<file path="src/rtl/control_pkg.sv">
// Shared encodings for the five-FIFO control path: one-hot states, FIFO count and threshold defaults.
// Pure declarations; no latency or backpressure of its own.
package control_pkg;

  localparam int N_FIFOS         = 5;
  localparam int UMBRAL_W        = 3;
  localparam int UMBRAL_ALTO_RST = 6;
  localparam int UMBRAL_BAJO_RST = 1;

  localparam logic [4:0] S_RESET  = 5'b00001;
  localparam logic [4:0] S_INIT   = 5'b00010;
  localparam logic [4:0] S_IDLE   = 5'b00100;
  localparam logic [4:0] S_ACTIVE = 5'b01000;
  localparam logic [4:0] S_ERROR  = 5'b10000;

  typedef enum logic [4:0] {
    ST_RESET  = S_RESET,
    ST_INIT   = S_INIT,
    ST_IDLE   = S_IDLE,
    ST_ACTIVE = S_ACTIVE,
    ST_ERROR  = S_ERROR
  } state_t;

endpackage

</file>
<file path="src/rtl/umbral_regs.sv">
// Almost-full/almost-empty threshold registers with reset defaults and a bajo<alto validity flag.
// Loads one cycle after load_en is sampled; no backpressure, umbral_ok is combinational on the registers.
module umbral_regs #(
  parameter int UMBRAL_W        = 3,
  parameter int UMBRAL_ALTO_RST = 6,
  parameter int UMBRAL_BAJO_RST = 1
) (
  input  logic                clk,
  input  logic                reset_L,
  input  logic                load_en,
  input  logic [UMBRAL_W-1:0] umbral_alto_in,
  input  logic [UMBRAL_W-1:0] umbral_bajo_in,
  output logic [UMBRAL_W-1:0] umbral_alto,
  output logic [UMBRAL_W-1:0] umbral_bajo,
  output logic                umbral_ok
);

  logic [UMBRAL_W-1:0] alto_q;
  logic [UMBRAL_W-1:0] bajo_q;

  always_ff @(posedge clk) begin
    if (!reset_L) begin
      alto_q <= UMBRAL_W'(UMBRAL_ALTO_RST);
      bajo_q <= UMBRAL_W'(UMBRAL_BAJO_RST);
    end else if (load_en) begin
      alto_q <= umbral_alto_in;
      bajo_q <= umbral_bajo_in;
    end
  end

  assign umbral_alto = alto_q;
  assign umbral_bajo = bajo_q;
  assign umbral_ok   = (bajo_q < alto_q);

endmodule

</file>
<file path="src/rtl/control_fsm.sv">
// Main control FSM for the five-FIFO datapath: reset/init/idle/active sequencing and sticky error capture.
// Moore outputs, one cycle after inputs are sampled; no backpressure, inputs are qualifiers only.
module control_fsm #(
  parameter int N_FIFOS         = control_pkg::N_FIFOS,
  parameter int UMBRAL_W        = control_pkg::UMBRAL_W,
  parameter int UMBRAL_ALTO_RST = control_pkg::UMBRAL_ALTO_RST,
  parameter int UMBRAL_BAJO_RST = control_pkg::UMBRAL_BAJO_RST
) (
  input  logic                clk,
  input  logic                reset_L,
  input  logic                init,
  input  logic [UMBRAL_W-1:0] umbral_alto_in,
  input  logic [UMBRAL_W-1:0] umbral_bajo_in,
  input  logic [N_FIFOS-1:0]  fifo_empty,
  input  logic [N_FIFOS-1:0]  fifo_error,
  output logic [4:0]          state,
  output logic                idle,
  output logic                active,
  output logic                error_out,
  output logic [N_FIFOS-1:0]  error_id,
  output logic [UMBRAL_W-1:0] umbral_alto,
  output logic [UMBRAL_W-1:0] umbral_bajo
);

  import control_pkg::*;

  state_t             state_q;
  state_t             state_d;
  logic [N_FIFOS-1:0] error_id_q;
  logic               umbral_ok;
  logic               load_en;
  logic               all_empty;
  logic               any_error;

  assign all_empty = &fifo_empty;
  assign any_error = |fifo_error;
  assign load_en   = (state_q == ST_INIT) && init;

  umbral_regs #(
    .UMBRAL_W        (UMBRAL_W),
    .UMBRAL_ALTO_RST (UMBRAL_ALTO_RST),
    .UMBRAL_BAJO_RST (UMBRAL_BAJO_RST)
  ) u_umbral_regs (
    .clk            (clk),
    .reset_L        (reset_L),
    .load_en        (load_en),
    .umbral_alto_in (umbral_alto_in),
    .umbral_bajo_in (umbral_bajo_in),
    .umbral_alto    (umbral_alto),
    .umbral_bajo    (umbral_bajo),
    .umbral_ok      (umbral_ok)
  );

  always_ff @(posedge clk) begin
    if (!reset_L) begin
      state_q    <= ST_RESET;
      error_id_q <= '0;
    end else begin
      state_q <= state_d;
      // Snapshot only on entry; bad thresholds out of INIT record no FIFO.
      if (state_q != ST_ERROR && state_d == ST_ERROR)
        error_id_q <= (state_q == ST_INIT) ? '0 : fifo_error;
    end
  end

  always_comb begin
    state_d = state_q;
    case (state_q)
      ST_RESET:  state_d = ST_INIT;
      ST_INIT: begin
        if (!init)
          state_d = umbral_ok ? ST_IDLE : ST_ERROR;
      end
      ST_IDLE: begin
        if (any_error)       state_d = ST_ERROR;
        else if (init)       state_d = ST_INIT;
        else if (!all_empty) state_d = ST_ACTIVE;
      end
      ST_ACTIVE: begin
        if (any_error)       state_d = ST_ERROR;
        else if (init)       state_d = ST_INIT;
        else if (all_empty)  state_d = ST_IDLE;
      end
      ST_ERROR:  state_d = ST_ERROR;
      default:   state_d = ST_RESET;
    endcase
  end

  assign state     = state_q;
  assign idle      = (state_q == ST_IDLE);
  assign active    = (state_q == ST_ACTIVE);
  assign error_out = (state_q == ST_ERROR);
  assign error_id  = error_id_q;

endmodule

</file>
<file path="config.mk">
export PLATFORM = sky130hd
export DESIGN_NAME = control_fsm
export DESIGN_NICKNAME = d
export VERILOG_FILES = /design/src/rtl/control_pkg.sv /design/src/rtl/umbral_regs.sv /design/src/rtl/control_fsm.sv
export SDC_FILE = /design/constraint.sdc
export NUM_CORES = 1
export LEC_CHECK = 0
export ABC_CLOCK_PERIOD_IN_PS = 2450
export CELL_PAD_IN_SITES_DETAIL_PLACEMENT = 1
export CELL_PAD_IN_SITES_GLOBAL_PLACEMENT = 1
export CORE_ASPECT_RATIO = 0.75
export CORE_MARGIN = 2
export CORE_UTILIZATION = 33
export CTS_BUF_LIST = sky130_fd_sc_hd__clkbuf_4
export CTS_CLUSTER_SIZE = 20
export DETAILED_ROUTE_END_ITERATION = 10
export PLACE_DENSITY = 0.93
export SLEW_MARGIN = 20
export SYNTH_ARGS = -nofsm -noshare
export SYNTH_HDL_FRONTEND = slang
export SYNTH_SLANG_ARGS = --single-unit
</file>
<file path="constraint.sdc">
create_clock -name clk -period 2.45 [get_ports clk]
set_input_delay 0.3675 -clock clk [delete_from_list [all_inputs] [get_ports clk]]
set_output_delay 0.3675 -clock clk [all_outputs]
set_load 0.1 [all_outputs]
</file>
---- After elaboration in Yosys (flattened, before gate mapping) ----
Index checks and enable logic that the tools add are counted.
storage, ports and cells
  register bits after elaboration ......... 16
  input port bits ......................... 19
  output and inout bits ................... 19
cells by class
  magnitude comparators ................... 1
  equality and inequality tests ........... 7
  muxes and demuxes ....................... 10
  reductions and logical operators ........ 4
operators with widths
  operator                                              number
  two-way mux 5 bit                                     9
  one-hot mux 5 bit (5 select lines)                    1
  equality test 5 bit (second input constant)           2
  equality test 5 x 1 -> 1 bit (second input constant)  1
  equality test 5 x 2 -> 1 bit (second input constant)  1
  equality test 5 x 3 -> 1 bit (second input constant)  1
  equality test 5 x 4 -> 1 bit (second input constant)  1
  inequality test 5 bit (second input constant)         1
  AND reduction 5 bit                                   1
  OR reduction 5 bit                                    1
  < comparator 3 bit                                    1
  logical AND 1 bit                                     2

---- Longest topological paths before layout ----
  depth after elaboration ................. 7
  depth in mapped cells ................... 6

---- Cells and area by module ----
From an unflattened synthesis, not the netlist that was laid out.
unflattened totals
  cell total of the unflattened synthesis .. 88
  area total of the unflattened synthesis .. 814.5 sq um
modules (own cells, without submodules)
  module       times used  cells each  area each (sq um)  seq. area each (sq um)
  control_fsm  1           62          545.5              200.2
  umbral_regs  1           26          269.0              120.1

---- Least setup slack after synthesis ----
Ideal clock, no wire load.
  kind .................................... flip-flop to output port
  start ................................... register state_q[0] (netlist: state[0])
  end ..................................... output active
  data arrival time ....................... 3,496 ps
  required time ........................... 2,082 ps
  path slack .............................. -1,414 ps
  cell stages (with the launch flop) ...... 4
  path buffers ............................ 1
  cells stage by stage .................... dfxtp_1 > buf_6 > or3_4 > nor3b_1
on the way
  word-level cells in the longest chain between the ends .. 1
RTL lines
  what                          line               source
  from (decl)                   control_fsm.sv:27  state_t state_q;
  from (signal assigned)        control_fsm.sv:59  state_q <= state_d;
  equality test 5 x 4 -> 1 bit  control_fsm.sv:91  assign active = (state_q == ST_ACTIVE);
  to (decl)                     control_fsm.sv:18  output logic active,
No other way between the ends.

---- Worst setup path after layout ----
  start ................................... register state_q[2] (netlist: state[2])
  end ..................................... output error_out
on the way
  word-level cells in the longest chain between the ends .. 1
RTL lines
  what                 line               source
  equality test 5 bit  control_fsm.sv:92  assign error_out = (state_q == ST_ERROR);
  to (decl)            control_fsm.sv:19  output logic error_out,
No other way between the ends.

==> impl_metrics.tcl <==
set metrics [dict create \
    status "finished, final reports clean" \
    synthTopCellsByCount "16 x dfxtp_1, 12 x nand3_1, 8 x a21oi_1, 8 x inv_1, 8 x nand2_1" \
    diodes 0 \
    p_leak_uw 0.000545 \
    syn-num-nets 119 \
    post-place-cells 168 \
    ys.flop_type "dfxtp_1" \
    clk_pin_slew_ps 100 \
    drc_errors 0 \
    drive_gt1_share_pct 27.0 \
    worstSetupPathType "register to primary output" \
    synth_area_leaders "dfxtp_1 37%, nand3_1 7.0%, a22o_1 5.1%" \
    synth-async-reset-ratio_pct 0 \
    synth_edf_count 0 \
    worstSkewPairLatency_ps 280 \
    die_w_um 62.8 \
    hold_violations 0 \
    max-slew-margin-rel_pct 69.2 \
    cts_sinks 16 \
    power.total_uw 636 \
    htreeDepth 1 \
    yosysTopAreaCellShare_pct 37.4 \
    drt_first_iter_violations 28 \
    grt_pass1_wl_um 4130 \
    yosys_warnings 0 \
    grt_usage_pct 18.3 \
    antenna_found_initial 0 \
    io_pins 38 \
    routed_via_density 5.36 \
    grt.overflow.total 0 \
    final_cells 171 \
    yosysSeqAreaShare_pct 37.4 \
    cts_buffers 3 \
    grt_max_degree 12 \
    place_area_um2 1240 \
    port_buffers 37 \
    grt_pass1_vias 881 \
    cts_hold_buf 0 \
    cts_tree "built" \
    num-nets-final 160 \
    initial_core_util_pct 35.9 \
    setup_viol 0 \
    start_kind "register" \
    worstMarginPinSlew_ps 461 \
    postCtsSetupBuffers 0 \
    first_pass_iters 3 \
    end_kind "primary output" \
    fin_util_pct 52.8 \
    synth_top_area_cell "dfxtp_1" \
    dpl.hpwl_um 2080 \
    vdd_drop_max_v 0.000309 \
    die_y_um 48.1 \
    vias 916 \
    p_per_area_nw_per_um2 505 \
    skew_ps 6.37 \
    syn_inst 98 \
    fin_crit_ps 1940 \
    ant_nets 0 \
    core_area_um2 2380 \
    finalWirelength_um 2580 \
    synth_area_um2 856 \
    rsz0062_at_grt "no" \
    cp_max_fo 11 \
    postLayoutCellArea_um2 1260 \
    clock_path_buffers 2 \
    area_delta_synth_final_pct 47.1 \
    max_freq_mhz 516 \
    drv_slew 0 \
    timing.setup.tns_ps 0 \
    dieArea_um2 3020 \
    arrival_ps 1570 \
    cts-root-buf "clkbuf_4" \
    fin_crit_sh_pct 79.1 \
    netlist-cell-type-count 37 \
    ys_ff_latch 16 \
    yosysMostFrequentCell "dfxtp_1" \
    required_ps 2080 \
    synth_area_per_cell_um2 8.73 \
    hp-class "register to register" \
    cap_violations 0 \
    rows 15 \
    wl_per_cell_um 15.1 \
    post_cts_resized 0 \
    routabilityCongestion 0.843 \
]
[worst max-delay path, cell delays in order, from the launching register on]
cell	delay, ps
dfxtp_1	460
nor3_1	260
nand3b_1	160
inv_1	120
buf_4	290
[power breakdown]
| part | switching [µW] | total [µW] | internal [µW] |
|---|---|---|---|
| registers | 19.4 | 291 | 272 |
| logic | 131 | 205 | 73.8 |
| clock network | 82.0 | 139 | 57.0 |
| total | 233 | 636 | 403 |
[registers in the layout, summed over array words and instances (netlist names)]
| name | cells |
|---|---|
| error_id | 5 |
| state | 5 |
| u_umbral_regs.umbral_alto | 3 |
| u_umbral_regs.umbral_bajo | 3 |
[per-stage QoR]
| stage | hold slack (ps) | worst slack [ps] |
|---|---|---|
| 2_1_floorplan | 439 | 25.2 |
| 3_3_place_gp | 465 | 386 |
| 3_5_place_dp | 475 | 313 |
| 4_1_cts | 491 | 530 |
| 5_1_grt | 506 | 360 |
| 6_report | 485 | 511 |
[area by class of cell]
cell class	count	area, µm²
repair buffers	40	358
fillers	299	1120
clock buffers	3	22.5
well taps	34	42.5
flip-flops and latches	16	324
inverters	8	30.0
multi-input cells	70	482
[worst paths after layout]
| kind | cells past startpoint | slack (ps) | end | from |
|---|---|---|---|---|
| setup / recovery | 4 | 510 | error_out | state[2]$_SDFF_PN0_ |
| hold / removal | 2 | 490 | u_umbral_regs.umbral_bajo[2]$_SDFFE_PN0P_ | u_umbral_regs.umbral_bajo[2]$_SDFFE_PN0P_ |
| setup reg to reg | 5 | 540 | error_id[4]$_SDFFE_PN0P_ | state[2]$_SDFF_PN0_ |
| hold reg to reg | 2 | 490 | u_umbral_regs.umbral_bajo[2]$_SDFFE_PN0P_ | u_umbral_regs.umbral_bajo[2]$_SDFFE_PN0P_ |
[placed cells by master, fill, tap and decap left out, types with 2 or more instances in the layout]
master / n
a21oi_1: 8
a22o_1: 5
and3_1: 2
buf_4: 21
clkbuf_4: 3
clkdlybuf4s50_1: 18
dfxtp_1: 13
dfxtp_2: 3
ha_1: 2
inv_1: 8
nand2_1: 8
nand3_1: 12
nor2_1: 4
o21ai_0: 2
or4b_4: 2
[layer usage]
| layer | up-vias | part of all wire (%) | track usage, % |
|---|---|---|---|
| li1 | 442 | - | - |
| met1 | 441 | 45 | 21.3 |
| met2 | 29 | 49 | 34.6 |
| met3 | 4 | 5.5 | 4.16 |
| met4 | 0 | 1.1 | 7.11 |
| met5 | - | 0 | 0 |
[logic make-up (layout without fill, tap and decap cells)]
group	after synthesis	in the layout	synth area share, %
compound gates	26	26	22.2
xor+xnor	1	1	1.02
fa+ha+maj	2	2	2.92
buf+inv	12	51	7.89
flops	16	16	37.4
simple gates	41	41	28.5
(Power assumes the default switching activity.)
